[src/rtl/cpu_types_pkg.sv]
// Shared CPU datapath widths and the enums used by the memory/write-back stage.
// No logic; consumed by the stage and its write-back interface.
package cpu_types_pkg;

    typedef logic [31:0] word_t;
    typedef logic [4:0]  regbits_t;

    typedef enum logic [1:0] {
        MTR_ALU = 2'b00,
        MTR_MEM = 2'b01,
        MTR_LUI = 2'b10,
        MTR_PC4 = 2'b11
    } memtoreg_t;

    typedef enum logic [1:0] {
        IDLE   = 2'b00,
        DONE   = 2'b01,
        HALTED = 2'b10
    } memstate_t;

endpackage

[src/rtl/mem_wb_if.sv]
// MEM/WB pipeline register bundle: driven by the memory stage, read by write-back.
// Pure wiring, zero latency; no flow control of its own.
interface mem_wb_if;
    import cpu_types_pkg::*;

    logic     wb_valid;
    logic     wb_regWr;
    logic     wb_halt;
    regbits_t wb_wsel;
    word_t    wb_wdat;

    modport stage     (output wb_valid, wb_regWr, wb_halt, wb_wsel, wb_wdat);
    modport writeback (input  wb_valid, wb_regWr, wb_halt, wb_wsel, wb_wdat);
    modport tb        (input  wb_valid, wb_regWr, wb_halt, wb_wsel, wb_wdat);
endinterface

[src/rtl/mem_wb_stage.sv]
// MIPS memory stage + MEM/WB register: one data request per instruction, stalls until dhit.
// Latency: WB captured on the dhit edge (or same edge for non-memory ops); holds on stall_ext.
module mem_wb_stage
    import cpu_types_pkg::*;
(
    input  logic        CLK,
    input  logic        RST,
    input  logic        ex_valid,
    input  logic        dREN_in,
    input  logic        dWEN_in,
    input  logic [31:0] daddr_in,
    input  logic [31:0] dstore_in,
    input  logic        regWr_in,
    input  logic [4:0]  wsel_in,
    input  logic [1:0]  memToReg_in,
    input  logic [31:0] luiValue_in,
    input  logic [31:0] pc4_in,
    input  logic        halt_in,
    input  logic        stall_ext,
    input  logic        dhit,
    input  logic [31:0] dmemload,
    output logic        dmemREN,
    output logic        dmemWEN,
    output logic [31:0] dmemaddr,
    output logic [31:0] dmemstore,
    output logic        mem_stall,
    output logic        wb_valid,
    output logic        wb_regWr,
    output logic        wb_halt,
    output logic [4:0]  wb_wsel,
    output logic [31:0] wb_wdat
);

    memstate_t state_q, state_d;
    word_t     buf_q, buf_d;

    logic      wb_valid_q, wb_valid_d;
    logic      wb_regWr_q, wb_regWr_d;
    logic      wb_halt_q,  wb_halt_d;
    regbits_t  wb_wsel_q,  wb_wsel_d;
    word_t     wb_wdat_q,  wb_wdat_d;

    logic      req;
    logic      stall_int;
    logic      advance;
    word_t     load_src;
    word_t     wdat_sel;

    // Internal request ignores RST so reset never feeds flop data paths;
    // the outputs below are gated so they drop immediately on reset.
    assign req       = ex_valid & (dREN_in | dWEN_in) & (state_q == IDLE);
    assign stall_int = req & ~dhit;
    assign advance   = ~stall_int & ~stall_ext & (state_q != HALTED);

    assign dmemWEN   = req & dWEN_in & ~RST;
    assign dmemREN   = req & dREN_in & ~dWEN_in & ~RST;
    assign dmemaddr  = (req & ~RST) ? daddr_in  : '0;
    assign dmemstore = (req & ~RST) ? dstore_in : '0;
    assign mem_stall = stall_int & ~RST;

    assign load_src = (state_q == DONE) ? buf_q : dmemload;

    always_comb begin
        wdat_sel = daddr_in;
        case (memtoreg_t'(memToReg_in))
            MTR_ALU: wdat_sel = daddr_in;
            MTR_MEM: wdat_sel = load_src;
            MTR_LUI: wdat_sel = luiValue_in;
            MTR_PC4: wdat_sel = pc4_in;
            default: wdat_sel = daddr_in;
        endcase
    end

    always_comb begin
        state_d = state_q;
        buf_d   = buf_q;
        case (state_q)
            IDLE: begin
                // Completed while the pipe is frozen: park the data so the access is not reissued.
                if (req & dhit & stall_ext) begin
                    state_d = DONE;
                    buf_d   = dmemload;
                end
            end
            DONE: begin
                if (advance) state_d = IDLE;
            end
            HALTED: state_d = HALTED;
            default: state_d = IDLE;
        endcase
        if (advance & ex_valid & halt_in) state_d = HALTED;
    end

    always_comb begin
        wb_valid_d = advance & ex_valid;
        wb_regWr_d = advance & ex_valid & regWr_in;
        wb_wsel_d  = advance ? wsel_in  : wb_wsel_q;
        wb_wdat_d  = advance ? wdat_sel : wb_wdat_q;
        wb_halt_d  = advance ? (ex_valid & halt_in) : wb_halt_q;
    end

    always_ff @(posedge CLK or posedge RST) begin
        if (RST) begin
            state_q    <= IDLE;
            buf_q      <= '0;
            wb_valid_q <= 1'b0;
            wb_regWr_q <= 1'b0;
            wb_halt_q  <= 1'b0;
            wb_wsel_q  <= '0;
            wb_wdat_q  <= '0;
        end else begin
            state_q    <= state_d;
            buf_q      <= buf_d;
            wb_valid_q <= wb_valid_d;
            wb_regWr_q <= wb_regWr_d;
            wb_halt_q  <= wb_halt_d;
            wb_wsel_q  <= wb_wsel_d;
            wb_wdat_q  <= wb_wdat_d;
        end
    end

    mem_wb_if wb_bus ();

    assign wb_bus.wb_valid = wb_valid_q;
    assign wb_bus.wb_regWr = wb_regWr_q;
    assign wb_bus.wb_halt  = wb_halt_q;
    assign wb_bus.wb_wsel  = wb_wsel_q;
    assign wb_bus.wb_wdat  = wb_wdat_q;

    assign wb_valid = wb_bus.wb_valid;
    assign wb_regWr = wb_bus.wb_regWr;
    assign wb_halt  = wb_bus.wb_halt;
    assign wb_wsel  = wb_bus.wb_wsel;
    assign wb_wdat  = wb_bus.wb_wdat;

endmodule
[config.mk]
export PLATFORM = sky130hd
export DESIGN_NAME = mem_wb_stage
export DESIGN_NICKNAME = d
export VERILOG_FILES = /design/src/rtl/cpu_types_pkg.sv /design/src/rtl/mem_wb_if.sv /design/src/rtl/mem_wb_stage.sv
export SDC_FILE = /design/constraint.sdc
export NUM_CORES = 1
export LEC_CHECK = 0
export ABC_AREA = 1
export BUFFER_PORTS_ARGS = -buffer_cell sky130_fd_sc_hd__buf_2
export CORE_ASPECT_RATIO = 0.9
export CORE_UTILIZATION = 38
export DETAILED_ROUTE_END_ITERATION = 10
export PLACE_DENSITY = 0.67
export SLEW_MARGIN = 20
export SYNTH_ARGS = -nofsm -noshare
export SYNTH_HDL_FRONTEND = slang
export SYNTH_SLANG_ARGS = --single-unit
[constraint.sdc]
create_clock -name CLK -period 8.6 [get_ports CLK]
set_clock_uncertainty 0.2 [all_clocks]
set_input_delay 0.86 -clock CLK [delete_from_list [all_inputs] [get_ports CLK]]
set_output_delay 0.86 -clock CLK [all_outputs]
set_load 0.02 [all_outputs]
==> results of run 1 <==
==> worst min path at each step <==
stage | startpoint | slack, ns | end
finish | RST | 0.27 | wb_wdat[12]
global route | RST | 0.28 | wb_wdat[12]
CTS | RST | 0.27 | wb_wdat[12]
detailed placement | wb_wsel[4] | 0.25 | wb_wsel[4]
global placement | wb_wsel[4] | 0.25 | wb_wsel[4]
floorplan | buf_q[0] | 0.29 | buf_q[0]
==> layout make-up <==
class,count,area [um2],share of cell area
multi-input combinational,523,2250,0.334
sequential,74,1850,0.274
timing repair buffer,291,1480,0.219
inverter,174,654,0.0969
clock buffer,10,229,0.0339
tap,164,205,0.0304
clock inverter,5,80.1,0.0119
==> logic make-up after synthesis <==
| kind of cell | after synthesis | share of synthesized area |
|---|---|---|
| compound gates | 34 | 0.0346 |
| buf+inv | 226 | 0.187 |
| simple gates | 489 | 0.409 |
| flops | 74 | 0.369 |
==> cell usage in the layout (no fill, tap or decap) <==
cell / Yosys / layout
o21ai_1: 4 / 4
o21ai_0: 28 / 28
bufinv_16: 0 / 2
clkbuf_16: 0 / 9
nand3_1: 164 / 163
nor2_1: 70 / 68
nor2_2: 2 / 1
nor2_4: 1 / 4
inv_2: 3 / 4
inv_1: 171 / 169
a21oi_1: 1 / 1
nor3_1: 1 / 1
buf_4: 5 / 9
a21oi_2: 1 / 1
buf_2: 29 / 282
clkbuf_1: 13 / 1
clkinvlp_4: 0 / 2
dfrtp_1: 74 / 74
clkinv_2: 0 / 2
nand2_1: 251 / 251
nand3_2: 0 / 1
==> power by group <==
| part | internal, mW | switching (mW) |
|---|---|---|
| Combinational | 0.0611 | 0.0873 |
| Clock | 0.252 | 0.144 |
| Sequential | 0.359 | 0.00561 |
==> flip-flops by register name, indices dropped and copies added, names as in the netlist <==
name and flops:
wb_halt 1, wb_wsel 5, wb_regWr 1, wb_valid 1, state_q 2, buf_q 32, wb_wdat 32
==> worst reg2reg max path, stage by stage, from the launching register on <==
cell	delay (ns)
dfrtp_1	0.44
inv_2	0.48
nand2_1	0.48
buf_4	0.37
nand2_1	0.09
nand3_1	0.07
nand3_1	0.12
nand2_1	0.05
nand2_1	0.11
==> layer usage <==
metal / vias up / routed length, um / track usage
met3: 18 / 1110 / 0.0463
met5: - / 10 / 0
met4: 2 / 242 / 0.0627
li1: 2957 / - / -
met2: 192 / 7560 / 0.408
met1: 2506 / 7140 / 0.306
==> metrics by stage <==
step | cell area, um2 | total power, mW
after detailed placement | 6440 | 0.520
after floorplan | 5020 | 0.448
after global routing | 6750 | 0.954
final | 6750 | 0.909
after global placement | 6440 | 0.519
after CTS | 6750 | 0.916
==> results.tsv, run 1 <==
metric	value	unit
status	completed	
fin_crit_sh	0.420	
start_util	0.393	
diodes	0	
syn_to_final_growth	34.5	%
final_nets	1249	
worst_setup_path_start_kind	input port	
ant_nets	0	
tns	0	ns
cp_cell_sequence	buf_2, inv_1, a21oi_1, nand3_2, buf_4, nor3_1, buf_2	
postSynthCellCount	823	
maxSlewViolCount	0	
clk-insertion-delay-late	0.33	ns
synth.most_common_cell	nand2_1	
drt-initial-drc-count	276	
cp-end-kind	output pin	
setup_viol	0	
crit_type	input port to output pin	
synth.cell_area	5020	um2
post-route-util	0.528	
vias	5675	
synth_top_area_cell	dfrtp_1	
cts_sinks	74	
reg2reg_slack	6.13	ns
grt_pass1_vias	5149	
hold_violations	0	
synth_edf_count	0	
async_flop_share	1.00	
wl	16100	um
yosysUniqueCellTypes	17	
track_usage	0.239	
synthTopCellsByArea	dfrtp_1, nand2_1, nand3_1, inv_1, nor2_1	
worst_ep_required_time	7.54	ns
cp_data_arrival_time	2.55	ns
cts_made_buffers	9	
worst-path-stages	7	
cp_num_buf_inv	4	
htreeDepth	3	
cp_common_cell	buf_2	
num_rows	39	
fin_crit	3.61	ns
remaining_drc_errors	0	
place_ws	4.98	ns
rsz0062_at_grt	no	
grt_first_pass_wirelength	25700	um
yosysSeqAreaShare	0.369	
cts_setup_buffers	0	
r2r-end	wb_wdat[18]	
fillCellCount	1367	
yosys-top-cells-count	nand2_1, inv_1, nand3_1	
grt_max_degree	67	
place_hpwl	11400	um
drtPass1Iterations	4	
synthFlopType	dfrtp_1	
core_area	12800	um2
yosys.area.top_type_share	0.369	
leakage	4.42	nW
antenna_found_initial	1	
critPathLaunch	dWEN_in	
crit_path_max_fanout	58	
synth_area_per_cell	6.10	um2
critical-path-max-stage-delay	0.43	ns
dp.cells	1226	
powerDensity	135	nW/um2
cts.root.buffer_cell	clkbuf_16	
cts.clk_slew.worst_paths	0.06	ns
wl_per_cell	12.9	um
die_area	13700	um2
hold_buffers	0	
portBuffers	282	
viasPerCell	4.57	
crit_path_end	dmemREN	
cts_resized	0	
ys_seq_elements	74	
tightest_slew	0.975	ns
die_w	123	um
critPathSlowestCell	a21oi_1	
ir_worst_vdd	0.100	mV
pin_count	283	
layout_setup_ws	4.99	ns
slew-limit-headroom	0.349	
critical-path-top-delay-family	buffers and inverters	
r2r_cells	8	
syn_nets	999	
max_freq	0.277	GHz
holdWs	0.268	ns
cts_tree	yes	
gp_congestion	0.769	
cts_buffer_depth	2	
drive_above_1_share	0.294	
ys_warn_count	0	
stdcell_count	1241	
drv_cap	0	
overflow	0	
hp-class	input port to async pin	
dieHeight	111	um
r2r_start	state_q[1]	
Note: power is estimated with default switching activity, not from simulation.
==> run 2, diff against run 1 <==
--- a/config.mk
+++ b/config.mk
@@ -10,7 +10,7 @@
 export CORE_ASPECT_RATIO = 0.9
 export CORE_UTILIZATION = 38
 export DETAILED_ROUTE_END_ITERATION = 10
-export PLACE_DENSITY = 0.67
+export PLACE_DENSITY = 0.7
 export SLEW_MARGIN = 20
 export SYNTH_ARGS = -nofsm -noshare
 export SYNTH_HDL_FRONTEND = slang
==> constraint.sdc (replaced) <==
create_clock -name CLK -period 3.03 [get_ports CLK]
set_clock_uncertainty 0.2 [all_clocks]
set_input_delay 0.303 -clock CLK [delete_from_list [all_inputs] [get_ports CLK]]
set_output_delay 0.303 -clock CLK [all_outputs]
set_load 0.02 [all_outputs]
==> results.tsv, run 2 (synthesized netlist as in run 1, its figures left out) <==
metric	value	unit	change
final_common_cell	buf_2		unchanged
r2r-end	wb_halt		was wb_wdat[18]
dieHeight	111	um	unchanged
hp-start	dmemload[9]		
r2r_start	state_q[1]		unchanged
critPathSlowestCell	dfrtp_1		was a21oi_1
grt_pass1_vias	5375		was 5149
core_area	12800	um2	unchanged
clk-insertion-delay-late	0.33	ns	about the same
remaining_drc_errors	0		unchanged
vias	5806		was 5675
leakage	4.58	nW	was 4.42 nW
cts_tree	yes		unchanged
maxSlewViolCount	0		unchanged
rsz0062_at_grt	no		unchanged
cts.root.buffer_cell	clkbuf_16		unchanged
worst_ep_required_time	2.53	ns	was 7.54 ns
wl	16600	um	was 16100 um
max_freq	0.454	GHz	
drtPass1Iterations	7		was 4
crit_path_max_fanout	46		was 58
hp-class	input port to register		was input port to async pin
cp_cell_sequence	nor2_4, nand3_2, buf_4, nor3_1, buf_2		was buf_2, inv_1, a21oi_1, nand3_2, buf_4, nor3_1, buf_2
diodes	0		unchanged
min_path_cells	3		
placed_cell_area	6510	um2	was 6440 um2
portBuffers	282		unchanged
die_w	123	um	unchanged
worst_setup_path_start_kind	register		was input port
grt_max_degree	47		was 67
reg2reg_slack	0.99	ns	was 6.13 ns
r2r_cells	6		was 8
num_rows	39		unchanged
hold_violations	1		was 0
gp_congestion	0.826		was 0.769
syn_to_final_growth	41.4	%	was 34.5%
critical-path-max-stage-delay	0.45	ns	was 0.43 ns
layout_setup_ws	0.830	ns	was 4.99 ns
start_util	0.393		unchanged
crit_type	register to output pin		was input port to output pin
slew-limit-headroom	0.349		about the same
place_ws	0.839	ns	was 4.98 ns
ant_nets	0		unchanged
drt-initial-drc-count	417		was 276
status	complete, but fails checks		was completed
violations	negative hold slack		
cts_made_buffers	9		unchanged
final_area	7100	um2	was 6750 um2
pin_count	283		unchanged
drive_above_1_share	0.291		was 0.294
cts_buffer_depth	2		unchanged
viasPerCell	4.57		about the same
final_nets	1277		was 1249
setup_viol	0		unchanged
powerDensity	386	nW/um2	was 135 nW/um2
ir_worst_vdd	0.287	mV	was 0.100 mV
grt_first_pass_wirelength	26100	um	was 25700 um
tns	0	ns	unchanged
overflow	0		unchanged
fin_crit_sh	0.726		
place_hpwl	12100	um	was 11400 um
tightest_slew	0.974	ns	was 0.975 ns
antenna_found_initial	0		was 1
drv_cap	0		unchanged
holdWs	-0.00174	ns	was 0.268 ns
fin_crit	2.20	ns	
wl_per_cell	13.1	um	was 12.9 um
cts.clk_slew.worst_paths	0.06	ns	about the same
cp-end-kind	output pin		unchanged
track_usage	0.245		was 0.239
htreeDepth	3		unchanged
cts_sinks	74		unchanged
die_area	13700	um2	unchanged
final_cell_mix	buf_2, nand2_1, inv_1		unchanged
cp_data_arrival_time	1.70	ns	was 2.55 ns
hold_path_end	buf_q[9]		
==> run 2: where the power goes <==
| group | internal, mW | total (mW) | leakage, nW | switching [mW] |
|---|---|---|---|---|
| sequential | 1.02 | 1.03 | 0.833 | 0.0163 |
| clock | 0.846 | 1.25 | 0.176 | 0.406 |
| combinational | 0.196 | 0.453 | 3.57 | 0.257 |
| total | 2.06 | 2.74 | 4.58 | 0.679 |
==> run 2: final cells by class <==
cell class | instances | area [um2]
well taps | 164 | 205
inverters | 174 | 657
clock buffers | 11 | 253
multi-input cells | 523 | 2260
flip-flops and latches | 74 | 1850
clock inverters | 5 | 100
fillers | 1303 | 5690
repair buffers | 319 | 1770
==> run 2: through the flow <==
step / power [mW] / hold slack, ns / util / std cells
finish: 2.74 / -0.00174 / 0.555 / 1270
global route: 2.86 / 0.0164 / 0.555 / 1270
CTS: 2.76 / 0.000302 / 0.555 / 1270
detailed placement: 1.48 / 0.255 / 0.509 / 1230
global placement: 1.48 / 0.253 / 0.509 / 1230
floorplan: 1.27 / 0.209 / - / 823
==> run 2: how the worst max path moves through the flow <==
stage	slack, ns	to	cells past startpoint	startpoint
after floorplan	0.24	dmemstore[10]	5	RST
after global placement	0.86	wb_wdat[19]	8	memToReg_in[0]
after detailed placement	0.84	wb_wdat[15]	8	memToReg_in[0]
after CTS	0.80	dmemREN	5	state_q[0]
after global routing	0.64	dmemREN	5	state_q[1]
final	0.83	dmemREN	5	state_q[1]
==> run 2: timing repair <==
item	4_1_cts	5_1_grt
setup buffers	0	0
resized for setup	0	0
hold buffers	24	0
setup endpoints to repair	0	0
hold endpoints to repair	24	0
==> run 2: routing by layer <==
layer / part of all wire / vias up / routed length (um) / global-route usage
met5: 0 / - / 0 / 0
met4: 0.0043 / 0 / 71 / 0.0450
met3: 0.066 / 6 / 1100 / 0.0530
met2: 0.48 / 195 / 8020 / 0.422
met1: 0.45 / 2593 / 7450 / 0.314
li1: - / 3012 / - / -
==> run 2: worst max-delay path: cells and delay by family (launching register included) <==
kind / cells / cell delay [ns]
flops: 1 / 0.45
buf+inv: 2 / 0.48
simple gates: 3 / 0.42
